[src/rtl/coin_spawner.sv]
// Falling-coin slot manager: spawns coins into free slots, drops them each fall_tick,
// and collects coins that overlap the player's lane inside the hit window.
module coin_spawner #(
  parameter int NUM_SLOTS  = 4,
  parameter int NUM_LANES  = 3,
  parameter int LANE_X0    = 175,
  parameter int LANE_PITCH = 120,
  parameter int LANE_RANGE = 100000,
  parameter int Y_MAX      = 480,
  parameter int HIT_Y_LO   = 400,
  parameter int HIT_Y_HI   = 440,
  parameter int SCORE_W    = 16,
  localparam int YW        = 10,
  localparam int LW        = $clog2(NUM_LANES + 1)
) (
  input  logic                    clk,
  input  logic                    rst,
  input  logic                    spawn_tick,
  input  logic                    fall_tick,
  input  logic [19:0]             rnd,
  input  logic [3:0]              speed,
  input  logic [LW-1:0]           player_lane,
  output logic [NUM_SLOTS-1:0]    slot_valid,
  output logic [NUM_SLOTS*LW-1:0] slot_lane,
  output logic [NUM_SLOTS*10-1:0] slot_x,
  output logic [NUM_SLOTS*YW-1:0] slot_y,
  output logic [SCORE_W-1:0]      score,
  output logic                    collect_pulse,
  output logic                    spawn_drop,
  output logic                    full
);

  localparam logic [31:0] SPAN = 32'(NUM_LANES * LANE_RANGE);

  logic [NUM_SLOTS-1:0] valid_q;
  logic [LW-1:0]        lane_q [NUM_SLOTS];
  logic [YW-1:0]        y_q    [NUM_SLOTS];

  logic [LW-1:0]        spawn_lane;
  logic                 do_spawn;
  logic [NUM_SLOTS-1:0] spawn_sel;
  logic [NUM_SLOTS-1:0] hit;
  logic [NUM_SLOTS-1:0] fall_clr;
  logic [YW:0]          y_sum  [NUM_SLOTS];
  logic [4:0]           n_hit;
  logic [SCORE_W:0]     score_sum;
  logic [SCORE_W-1:0]   score_nxt;

  always_comb begin
    spawn_lane = '0;
    if (32'(rnd) < SPAN)
      spawn_lane = LW'(32'(rnd) / 32'(LANE_RANGE) + 32'd1);
  end

  assign do_spawn  = spawn_tick && (spawn_lane != '0);
  // one-hot of the lowest clear bit; all-zero when every slot is busy
  assign spawn_sel = ~valid_q & (valid_q + NUM_SLOTS'(1));

  always_comb begin
    n_hit = '0;
    for (int i = 0; i < NUM_SLOTS; i++) begin
      hit[i] = valid_q[i] && (player_lane != '0) && (lane_q[i] == player_lane) &&
               (y_q[i] >= YW'(HIT_Y_LO)) && (y_q[i] <= YW'(HIT_Y_HI));
      y_sum[i]    = {1'b0, y_q[i]} + (YW+1)'(speed);
      fall_clr[i] = y_sum[i] > (YW+1)'(Y_MAX);
      n_hit       = n_hit + 5'(hit[i]);
    end
  end

  always_comb begin
    score_sum = {1'b0, score} + (SCORE_W+1)'(n_hit);
    score_nxt = score_sum[SCORE_W] ? '1 : score_sum[SCORE_W-1:0];
  end

  always_ff @(posedge clk or posedge rst) begin
    if (rst) begin
      valid_q       <= '0;
      score         <= '0;
      collect_pulse <= 1'b0;
      spawn_drop    <= 1'b0;
      for (int i = 0; i < NUM_SLOTS; i++) begin
        lane_q[i] <= '0;
        y_q[i]    <= '0;
      end
    end else begin
      collect_pulse <= |hit;
      spawn_drop    <= do_spawn && (&valid_q);
      score         <= score_nxt;
      for (int i = 0; i < NUM_SLOTS; i++) begin
        if (hit[i] || (valid_q[i] && fall_tick && fall_clr[i])) begin
          valid_q[i] <= 1'b0;
          lane_q[i]  <= '0;
          y_q[i]     <= '0;
        end else if (valid_q[i] && fall_tick) begin
          y_q[i] <= y_sum[i][YW-1:0];
        end else if (do_spawn && spawn_sel[i]) begin
          valid_q[i] <= 1'b1;
          lane_q[i]  <= spawn_lane;
          y_q[i]     <= '0;
        end
      end
    end
  end

  always_comb begin
    slot_valid = valid_q;
    full       = &valid_q;
    slot_lane  = '0;
    slot_x     = '0;
    slot_y     = '0;
    for (int i = 0; i < NUM_SLOTS; i++) begin
      slot_lane[i*LW +: LW] = lane_q[i];
      slot_y[i*YW +: YW]    = y_q[i];
      if (valid_q[i])
        slot_x[i*10 +: 10] = 10'(LANE_X0 + (int'(lane_q[i]) - 1) * LANE_PITCH);
    end
  end

endmodule
[config.mk]
export PLATFORM = sky130hd
export DESIGN_NAME = coin_spawner
export DESIGN_NICKNAME = d
export VERILOG_FILES = /design/src/rtl/coin_spawner.sv
export SDC_FILE = /design/constraint.sdc
export NUM_CORES = 1
export LEC_CHECK = 0
export ABC_AREA = 0
export CAP_MARGIN = 20
export CORE_UTILIZATION = 28
export CTS_CLUSTER_SIZE = 30
export DETAILED_ROUTE_END_ITERATION = 10
export PLACE_DENSITY = 0.62
export SYNTH_ARGS = -nofsm -noshare
export SYNTH_HDL_FRONTEND = slang
export SYNTH_SLANG_ARGS = --single-unit
[constraint.sdc]
create_clock -name clk -period 7.5 [get_ports clk]
set_input_delay 1.5 -clock clk [delete_from_list [all_inputs] [get_ports clk]]
set_output_delay 1.5 -clock clk [all_outputs]
set_load 0.05 [all_outputs]
==> flow_metrics.env <==
export IMPL_rsz0062_at_grt="no"
export IMPL_ys_seq_area_share_pct=28.6
export IMPL_critPathBufInv=4
export IMPL_crit_chain="clkdlybuf4s50_1 > nor2_1 > nor3_1 > o21ai_0 > nor3_1 > fa_1 > inv_1 > fa_1 > inv_1 > fa_1 > and3_1 > and3_1 > and3_1 > inv_1 > nor2_1 > nand3_1 > or2_2 > o21ai_0"
export IMPL_insertion_delay_ns=0.33
export IMPL_synth_edf_count=0
export IMPL_layout_nets=909
export IMPL_die_w_um=150
export IMPL_relSlewSlack_pct=38.5
export IMPL_path_clk_slew_ns=0.05
export IMPL_grt_first_pass_wirelength_um=28000
export IMPL_cts_setup_buffers=0
export IMPL_setup_violations=0
export IMPL_drtPass1Iterations=4
export IMPL_rr_endpoint="score[13]"
export IMPL_setup_worst_path_end_class="flip-flop"
export IMPL_hold_viol=0
export IMPL_power_density_mw_per_mm2=355
export IMPL_gr_total_overflow=0
export IMPL_area_growth_pct=29.5
export IMPL_die_y_um=150
export IMPL_async_flop_share_pct=100
export IMPL_fin_skew_ns=0.00653
export IMPL_worstPathArrival_ns=5.60
export IMPL_ios=141
export IMPL_worstPathMaxFanout=13
export IMPL_yosys_top_cells_area="dfrtp_1 29%, ha_1 6.7%, xnor2_1 4.4%"
export IMPL_tns_ns=0
export IMPL_drive_gt1_share_pct=5.09
export IMPL_routedWlPerCell_um=15.4
export IMPL_io_buffers=135
export IMPL_leakage_nw=3.46
export IMPL_antenna_found_initial=0
export IMPL_grt_pass1_vias=5293
export IMPL_avgSynthCellArea_um2=8.37
export IMPL_synthCells=731
export IMPL_ys_ff_latch=70
export IMPL_yosysMostFrequentCell="dfrtp_1"
export IMPL_synth_top_area_share_pct=28.6
export IMPL_postCtsHoldBufs=0
export IMPL_min_to="slot_y[38]"
export IMPL_worstHoldPathCells=2
export IMPL_first_iter_violations=271
export IMPL_finish_utilization_pct=37.3
export IMPL_maxSlewViolCount=0
export IMPL_drt_total_wl_um=17300
export IMPL_hp_start="slot_y[38]"
export IMPL_yosysTopAreaCell="dfrtp_1"
export IMPL_worstSetupPathType="in2reg"
export IMPL_netlist_top_cells_count="70 x dfrtp_1, 62 x nand2_1, 62 x nor2_1"
export IMPL_synth_net_count=801
export IMPL_vdd_drop_max_uv=313
export IMPL_dp_hpwl_um=13100
export IMPL_globalplace_congestion=0.851
export IMPL_reg2reg_depth=17
export IMPL_post_synth_instance_area_mm2=0.00612
export IMPL_clk_path_buf_depth=2
export IMPL_fin_crit_ns=5.40
export IMPL_critPathTopFamily="simple AND/OR/NAND/NOR gates"
export IMPL_viasPerCell=5.18
export IMPL_cts_buffers=9
export IMPL_num_rows=53
export IMPL_die_area_mm2=0.0225
export IMPL_hp_class="reg2reg"
export IMPL_r2r_start="slot_valid[2]"
export IMPL_cts_tree="built"
export IMPL_drc=0
export IMPL_synth_flop_cell="dfrtp_1"
export IMPL_grt_max_degree=71
export IMPL_crit_path_max_incr_delay_ns=0.74
export IMPL_yosys_warnings=0
export IMPL_post_route_period_util_pct=72.0
export IMPL_start_util_pct=28.8
export IMPL_vias=5802
export IMPL_cts_repair_resize_count=0
export IMPL_r2r_slack_ns=3.07
export IMPL_cts_sinks=70
export IMPL_grt_usage_pct=15.6
export IMPL_synth_cell_types=80
export IMPL_core_area_mm2=0.0212
export IMPL_crit_slowest_cell="clkdlybuf4s50_1"
export IMPL_worst_pin_slew_ns=0.923
export IMPL_cts_root_buf="clkbuf_16"
export IMPL_cp_required_ns=7.70
export IMPL_fmax_mhz=185
export IMPL_cts_htree_levels=3
export IMPL_status="completed"
export IMPL_detail_route_antenna_nets=0
export IMPL_start_kind="input pin"
export IMPL_n_antenna_cell=0
export IMPL_cap_violations=0
-- layer usage --
layer	vias up	track usage [%]	wire (um)
li1	2861	-	-
met1	2770	21.7	8190
met2	152	25.1	7920
met3	19	2.10	900
met4	0	4.44	267
met5	-	0	0
-- through the flow --
step | setup slack, ns | instances | hold slack, ns | area, um^2 | power, mW
after floorplan | 2.54 | 731 | 0.770 | 6120 | 1.85
after global placement | 1.75 | 1101 | 0.534 | 7590 | 2.35
after detailed placement | 1.72 | 1103 | 0.541 | 7600 | 2.37
after CTS | 2.08 | 1119 | 0.551 | 7930 | 2.83
after global routing | 1.82 | 1119 | 0.578 | 7930 | 2.97
final | 2.10 | 1119 | 0.553 | 7930 | 2.82
-- cells by family after synthesis --
logic type	count (synthesis)	share of synthesized area, %
AND/OR/NAND/NOR	272	22.5
AO/OA/AOI/OAI	207	24.0
buffers and inverters	76	5.97
flip-flops	70	28.6
XOR/XNOR	53	7.71
adder cells (fa/ha/maj)	40	9.04
multiplexers	13	2.19
-- worst reg2reg max path, stage by stage (launching register included) --
cell and delay [ns]:
dfrtp_1 0.57, clkinv_1 0.36, nor4_1 0.36, o2111ai_1 0.17, nor2_1 0.40, fa_1 0.50, inv_1 0.07, fa_1 0.15
inv_1 0.05, fa_1 0.39, and3_1 0.18, and3_1 0.20, and3_1 0.23, inv_1 0.08, nor2_1 0.06, nand3_1 0.11
or2_2 0.28, o21ai_0 0.12
-- area by class of cell --
class                   count  area, um^2
multi-input cells         585        4000
inverters                  34         128
clock inverters             3        40.0
repair buffers            139        1380
flip-flops and latches     70        1750
well taps                 275         344
clock buffers              13         280
fillers                  2194       13300
-- state kept, by name (all words and copies together) (netlist names) --
| register | flops |
|---|---|
| slot_y | 40 |
| collect_pulse | 1 |
| spawn_drop | 1 |
| slot_lane | 8 |
| score | 16 |
| slot_valid | 4 |
-- power by group --
| group | internal (mW) | switching, mW |
|---|---|---|
| Combinational | 0.634 | 1.12 |
| Sequential | 0.458 | 0.150 |
| Clock | 0.293 | 0.160 |
| Total | 1.38 | 1.43 |
-- cell usage in the layout (no fill, tap or decap), types with 12 or more instances in the layout --
cell type        instances
nand3_1                 38
clkdlybuf4s50_1        135
dfrtp_1                 70
nor3_1                  16
o31ai_1                 12
and2_1                  17
a22o_1                  17
and3_1                  18
o21ai_0                 43
nor2b_1                 12
xor2_1                  21
o211ai_1                14
nor2_1                  62
nand2_1                 62
a21oi_1                 27
xnor2_1                 31
inv_1                   32
a21o_1                  18
ha_1                    33
-- how the worst max path moves through the flow --
stage | start | end | slack (ns) | depth (start not counted)
floorplan | player_lane[0] | score[10] | 2.54 | 19
global placement | player_lane[0] | score[13] | 1.75 | 18
detailed placement | player_lane[0] | score[13] | 1.72 | 18
CTS | player_lane[0] | score[13] | 2.08 | 18
global route | player_lane[0] | score[13] | 1.82 | 18
finish | player_lane[0] | score[13] | 2.10 | 18
No activity file was read; power rests on OpenSTA's default activity.
==> edit 1, RTL diff (same flow settings) <==
Set the parameter `NUM_SLOTS` to 16 (it was 4).
--- a/src/rtl/coin_spawner.sv
+++ b/src/rtl/coin_spawner.sv
@@ -2,5 +2,5 @@
 // and collects coins that overlap the player's lane inside the hit window.
 module coin_spawner #(
-  parameter int NUM_SLOTS  = 4,
+  parameter int NUM_SLOTS  = 16,
   parameter int NUM_LANES  = 3,
   parameter int LANE_X0    = 175,
Ports: changed (resized slot_lane, slot_valid, slot_x and slot_y); port bits go from 141 to 417. No check against the original RTL was run, so the function may have changed too.
==> edit 1 against the original RTL <==
  * Synthesized area rose to 3.0 times the old value
  * Total power rose to 2.9 times the old value
  * Count of clock-buffer cells in the layout rose by 18
  * Routed wire length rose to 4.0 times the old value
  * Worst setup slack got worse by 1500 ps
  * Design area rose to 3.0 times the old value
  * Sequential cell count rose by 156
  * Clock power rose to 3.1 times the old value
==> edit 1: results (changes against the original RTL) <==
[place] Placed Instances 3296 [+200%]
[place] final weighted congestion in routability-driven placement 0.922 [+8.3%]
[status] status finished, final reports clean
[final_layout] Fillers 6426 [+190%]
[synth] number of instances in the synthesized netlist 2148 [+190%]
[final_layout] layout cell share with drive strength beyond 1 4.89% [-0.21 points]
[final_layout] # nets final 2667 [+190%]
[place] placed inst area 0.0231 mm² [+200%]
[place] number of input and output port buffers inserted 416 [+210%]
[global_routing] via count of the first global-routing pass 17400 [+230%]
[synth] fraction of the yosys area taken by sequential cells 30.7% [+2.0 points]
[synth] Synthesized Nets 2342 [+190%]
[route] first-pass detailed-route iteration total 5 [+1]
[setup_path] Reg2Reg Setup Slack 1160 ps [-1910 ps]
[global_routing] GR Util All Layers 20.2% [+4.5 points]
[synth] flip-flop cell with the highest count after synthesis dfrtp_1
[final_layout] Register Area 0.00566 mm² [+220%]
[power] total leakage power 10.1 nW [+190%]
[synth] most instantiated cells after synthesis 226 x dfrtp_1, 202 x nand2_1, 172 x o21ai_0
[global_routing] global-route wire length before repair 105000 µm [+280%]
[hold_path] number of stages on the worst hold path 1 [-1]
[route] Avg Vias per Cell 5.29 [+2.0%]
[setup_path] worst r2r src slot_valid[6]
[route] iteration-0 DRC count of the detailed router 1243 [+360%]
[route] routed length per placed instance 20.6 µm [+33%]
[final_layout] non-filler cells, final 3350 [+200%]
[cts] number of buffers added by the clock tree synthesis step 28 [+19]
[global_routing] pin count of the biggest net entering global routing 140 [+97%]
[power] maximum resistive drop on vdd 0.234 mV [-25%]
[cts] CTS H-Tree Depth 1 [-2]
[place] final HPWL from detailed placement 53800 µm [+310%]
[power] internal power of the cells 3.94 mW [+180%]
[global_routing] initial antenna violation count 7 [+7]
[synth] yosys synthesis warning count 0 [unchanged]
[hold_path] worst hold start slot_y[148]
[final_layout] antenna diode count 0 [unchanged]
[cts] clock latency at the later pin of the worst-skew pair 580 ps [+250 ps]
[hold_path] WHS Endpoint slot_y[148]
[timing] Final Skew 26.9 ps [+20.3 ps]
[synth] main area contributors after synthesis dfrtp_1 31%, ha_1 9.2%, o21ai_0 4.7%
[setup_path] endpoint of the lowest-slack register-to-register path score[13]
[cts] clk buf depth 3 [+1]
[final_layout] flip-flop count of the largest register, all copies and words added 160 [+300%]
[setup_path] number of cells on the worst reg-to-reg path 18 [+1]
[timing] slew at the pin closest to its max-slew limit 951 ps [+27.8 ps]
[synth] post-synth cell types 84 [+5.0%]
-- edit 1: kinds of logic (layout without fill, tap and decap cells) --
logic type                 after synthesis  after routing  share of synthesized area (%)
AOI/OAI and AO/OA                      578            578                           21.1
xor gates and xnor gates               145            145                           6.88
adders and majority gates              164            164                           12.3
buffers and inverters                  245            592                           6.44
DFF                                    226            226                           30.7
muxes                                   33             33                           1.80
and+or+nand+nor                        757            757                           20.8
-- edit 1: cell type report --
| type | instances | share of cell area, % |
|---|---|---|
| clock buffer | 31 | 3.05 |
| multi-input combinational | 1677 | 48.4 |
| timing repair buffer | 450 | 18.3 |
| clock inverter | 21 | 0.901 |
| sequential | 226 | 23.5 |
| inverter | 90 | 1.42 |
| tap | 855 | 4.45 |
-- edit 1: routing by layer --
| metal | wire [µm] | track usage [%] | vias to the layer above |
|---|---|---|---|
| met4 | 2120 | 6.72 | 6 |
| li1 | - | - | 8287 |
| met5 | 43 | 0 | - |
| met3 | 5440 | 5.01 | 114 |
| met1 | 27400 | 23.9 | 8682 |
| met2 | 34000 | 35.4 | 623 |
-- edit 1: how the worst max path moves through the flow --
stage,startpoint,endpoint,depth (start not counted)
final,player_lane[0],score[13],23
after detailed placement,player_lane[0],score[11],23
after CTS,player_lane[0],score[13],23
after global routing,player_lane[0],score[13],23
after floorplan,player_lane[0],score[0],24
after global placement,player_lane[0],score[2],23
-- edit 1: through the flow --
stage          worst slack, ps  hold WS, ps
5_1_grt                    124          523
2_1_floorplan              317          773
3_3_place_gp               242          489
6_report                   561          509
4_1_cts                    605          512
3_5_place_dp             -3.37          503
-- edit 1: worst max-delay path: stages --
cell      delay (ps)
buf_2            150
inv_1            140
nor2_2           330
mux2i_1          130
nor2_1           100
a21oi_1           50
nor3_1           490
fa_1             530
inv_1            100
fa_1             450
fa_1             560
fa_1             430
fa_1             410
fa_1             390
nor2b_1          160
o21ai_0          100
nand2b_1         120
a21o_1           140
nand4_1          210
nor2_1           240
nand3_1          140
or2_2            440
o21ai_0          120
-- edit 1: power by group through the flow --
| stage | Combinational (mW) | Clock (mW) | Sequential, mW |
|---|---|---|---|
| finish | 4.79 | 1.42 | 1.97 |
| detailed placement | 4.79 | 0 | 1.98 |
| CTS | 4.81 | 1.45 | 1.96 |
| global route | 5.08 | 1.50 | 2.01 |
| global placement | 4.71 | 0 | 1.97 |
| floorplan | 2.66 | 0 | 2.56 |
==> edit 2, RTL diff (config.mk and constraints unchanged) <==
Without the edit above. Make the reset (`rst`) synchronous in one clocked block.
--- a/src/rtl/coin_spawner.sv
+++ b/src/rtl/coin_spawner.sv
@@ -73,5 +73,5 @@
   end
 
-  always_ff @(posedge clk or posedge rst) begin
+  always_ff @(posedge clk) begin
     if (rst) begin
       valid_q       <= '0;
Function: differs if rst is asserted again (counterexample within 4 cycles, from zero or initial values and one cycle with rst high); with rst held inactive, the same outputs for 4 cycles.
==> edit 2 against the original RTL <==
  * Count of clock-buffer cells in the layout shrank 3
  * Synthesized area is 1.1% higher
  * Design area grew 1.5%
  * Sequential cell count did not move
  * Maximum frequency down 4.1%
  * Die area rose by 1.1%
  * Global-route usage fell by 0.38 points
  * Largest cell class unchanged
  * Routed wire length grew 0.79%
  * Worst setup slack worse by 230 ps
  * Critical path depth shrank 6
Power is not compared: it rests on default switching activity, and its combinational part moved more than twofold at a synthesized area within 25%.
==> edit 2: results (changes against the original RTL) <==
[setup_path] Reg2Reg Setup Slack 3580 ps [+510 ps]
[setup_path] CP endpoint lane_q[2][0]
[place] number of input and output port buffers inserted 140 [+3.7%]
[setup_path] start point of the critical path rnd[8]
[timing] worst-case hold slack 583 ps [+30.7 ps]
[timing] slew at the pin closest to its max-slew limit 817 ps [-106 ps]
[cts] clk buf depth 2 [unchanged]
[global_routing] pin count of the biggest net entering global routing 27 [-62%]
[place] final weighted congestion in routability-driven placement 0.884 [+3.8%]
[place] final HPWL from detailed placement 13600 µm [+3.8%]
[timing] Final Skew 10.9 ps [+4.38 ps]
[route] routed length per placed instance 15.4 µm [-0.55%]
[synth] fraction of the yosys area taken by sequential cells 30.4% [+1.8 points]
[synth] Post-synth EDFFs 48 [+48]
[setup_path] number of cells on the worst reg-to-reg path 12 [-5]
[route] Avg Vias per Cell 5.09 [-1.9%]
[setup_path] WP data arrival 5700 ps [+100 ps]
[setup_path] maximum fanout along the worst path 26 [+13]
[setup_path] worst r2r src slot_valid[0]
[status] status finished, final reports clean
[route] iteration-0 DRC count of the detailed router 303 [+12%]
[setup_path] CP max stage delay 830 ps [+90 ps]
[power] net switching power of the design 0.379 mW
[setup_path] endpoint of the lowest-slack register-to-register path score[11]
[synth] asr flop ratio synth 0% [-100 points]
[final_layout] # nets final 919 [+1.1%]
[edit 2: changes by cell type in the layout (fill, tap and decap cells not counted), sizes merged, moves of 7 or more]
cell,change
o21ai,-8
xnor2,-8
nand3,-20
o211ai,-7
dfxtp,+22
nor2,+24
edfxtp,+48
a31oi,+7
a21oi,+20
a22o,-15
nand2b,+7
dfrtp,-70
a21o,-8
xor2,+9
[edit 2: stage by stage]
stage | power (mW) | setup WS, ps | std cells | cell area, µm²
6_report | 1.21 | 1870 | 1134 | 8050
5_1_grt | 1.26 | 1480 | 1134 | 8050
4_1_cts | 1.21 | 1920 | 1134 | 8050
3_5_place_dp | 0.753 | 1570 | 1118 | 7730
3_3_place_gp | 0.751 | 1660 | 1118 | 7730
2_1_floorplan | 0.661 | 2800 | 737 | 6200
[edit 2: kinds of logic (layout without fill, tap and decap cells)]
kind of cell	Yosys count	count (layout)	share of synthesized area (%)
muxes	14	14	2.35
buffers and inverters	75	192	5.84
DFF	70	70	30.4
AOI/OAI and AO/OA	192	192	21.1
and+or+nand+nor	288	288	23.5
other	1	4	0.0606
adders and majority gates	40	40	8.94
xor gates and xnor gates	54	54	7.77
[edit 2: power groups by stage]
stage               logic, mW  registers (mW)  clock network (mW)
detailed placement      0.298           0.454                   0
CTS                     0.300           0.446               0.466
floorplan               0.169           0.492                   0
finish                  0.300           0.446               0.460
global route            0.327           0.448               0.483
global placement        0.298           0.454                   0
[edit 2: per-layer routing]
metal  share of wire (%)  global-route usage, %
met3                 4.8                   1.97
met5                   0                      0
met2                  48                   25.6
met1                  46                   20.2
met4                 1.4                   4.75
[edit 2: final cells by class]
class                           instances  area [µm²]
Inverter                               34         128
Clock inverter                          6        87.6
Tap cell                              280         350
Multi-Input combinational cell        592        3960
Sequential cell                        70        1880
Timing Repair Buffer                  142        1420
Fill cell                            2214       13700
Clock buffer                           10         229
[edit 2: worst max-delay path, delay by kind of cell]
kind,cells,cell delay [ps]
buffers and inverters,1,830
muxes,2,750
and+or+nand+nor,1,390
AOI/OAI and AO/OA,8,2210
[edit 2: worst min-delay path by stage]
stage | startpoint | to | cells past startpoint
after floorplan | score[15] | score[15] | 3
after global routing | score[15] | score[15] | 2
final | score[9] | score[9] | 2
after global placement | score[7] | score[7] | 2
after detailed placement | score[9] | score[9] | 2
after CTS | score[9] | score[9] | 2
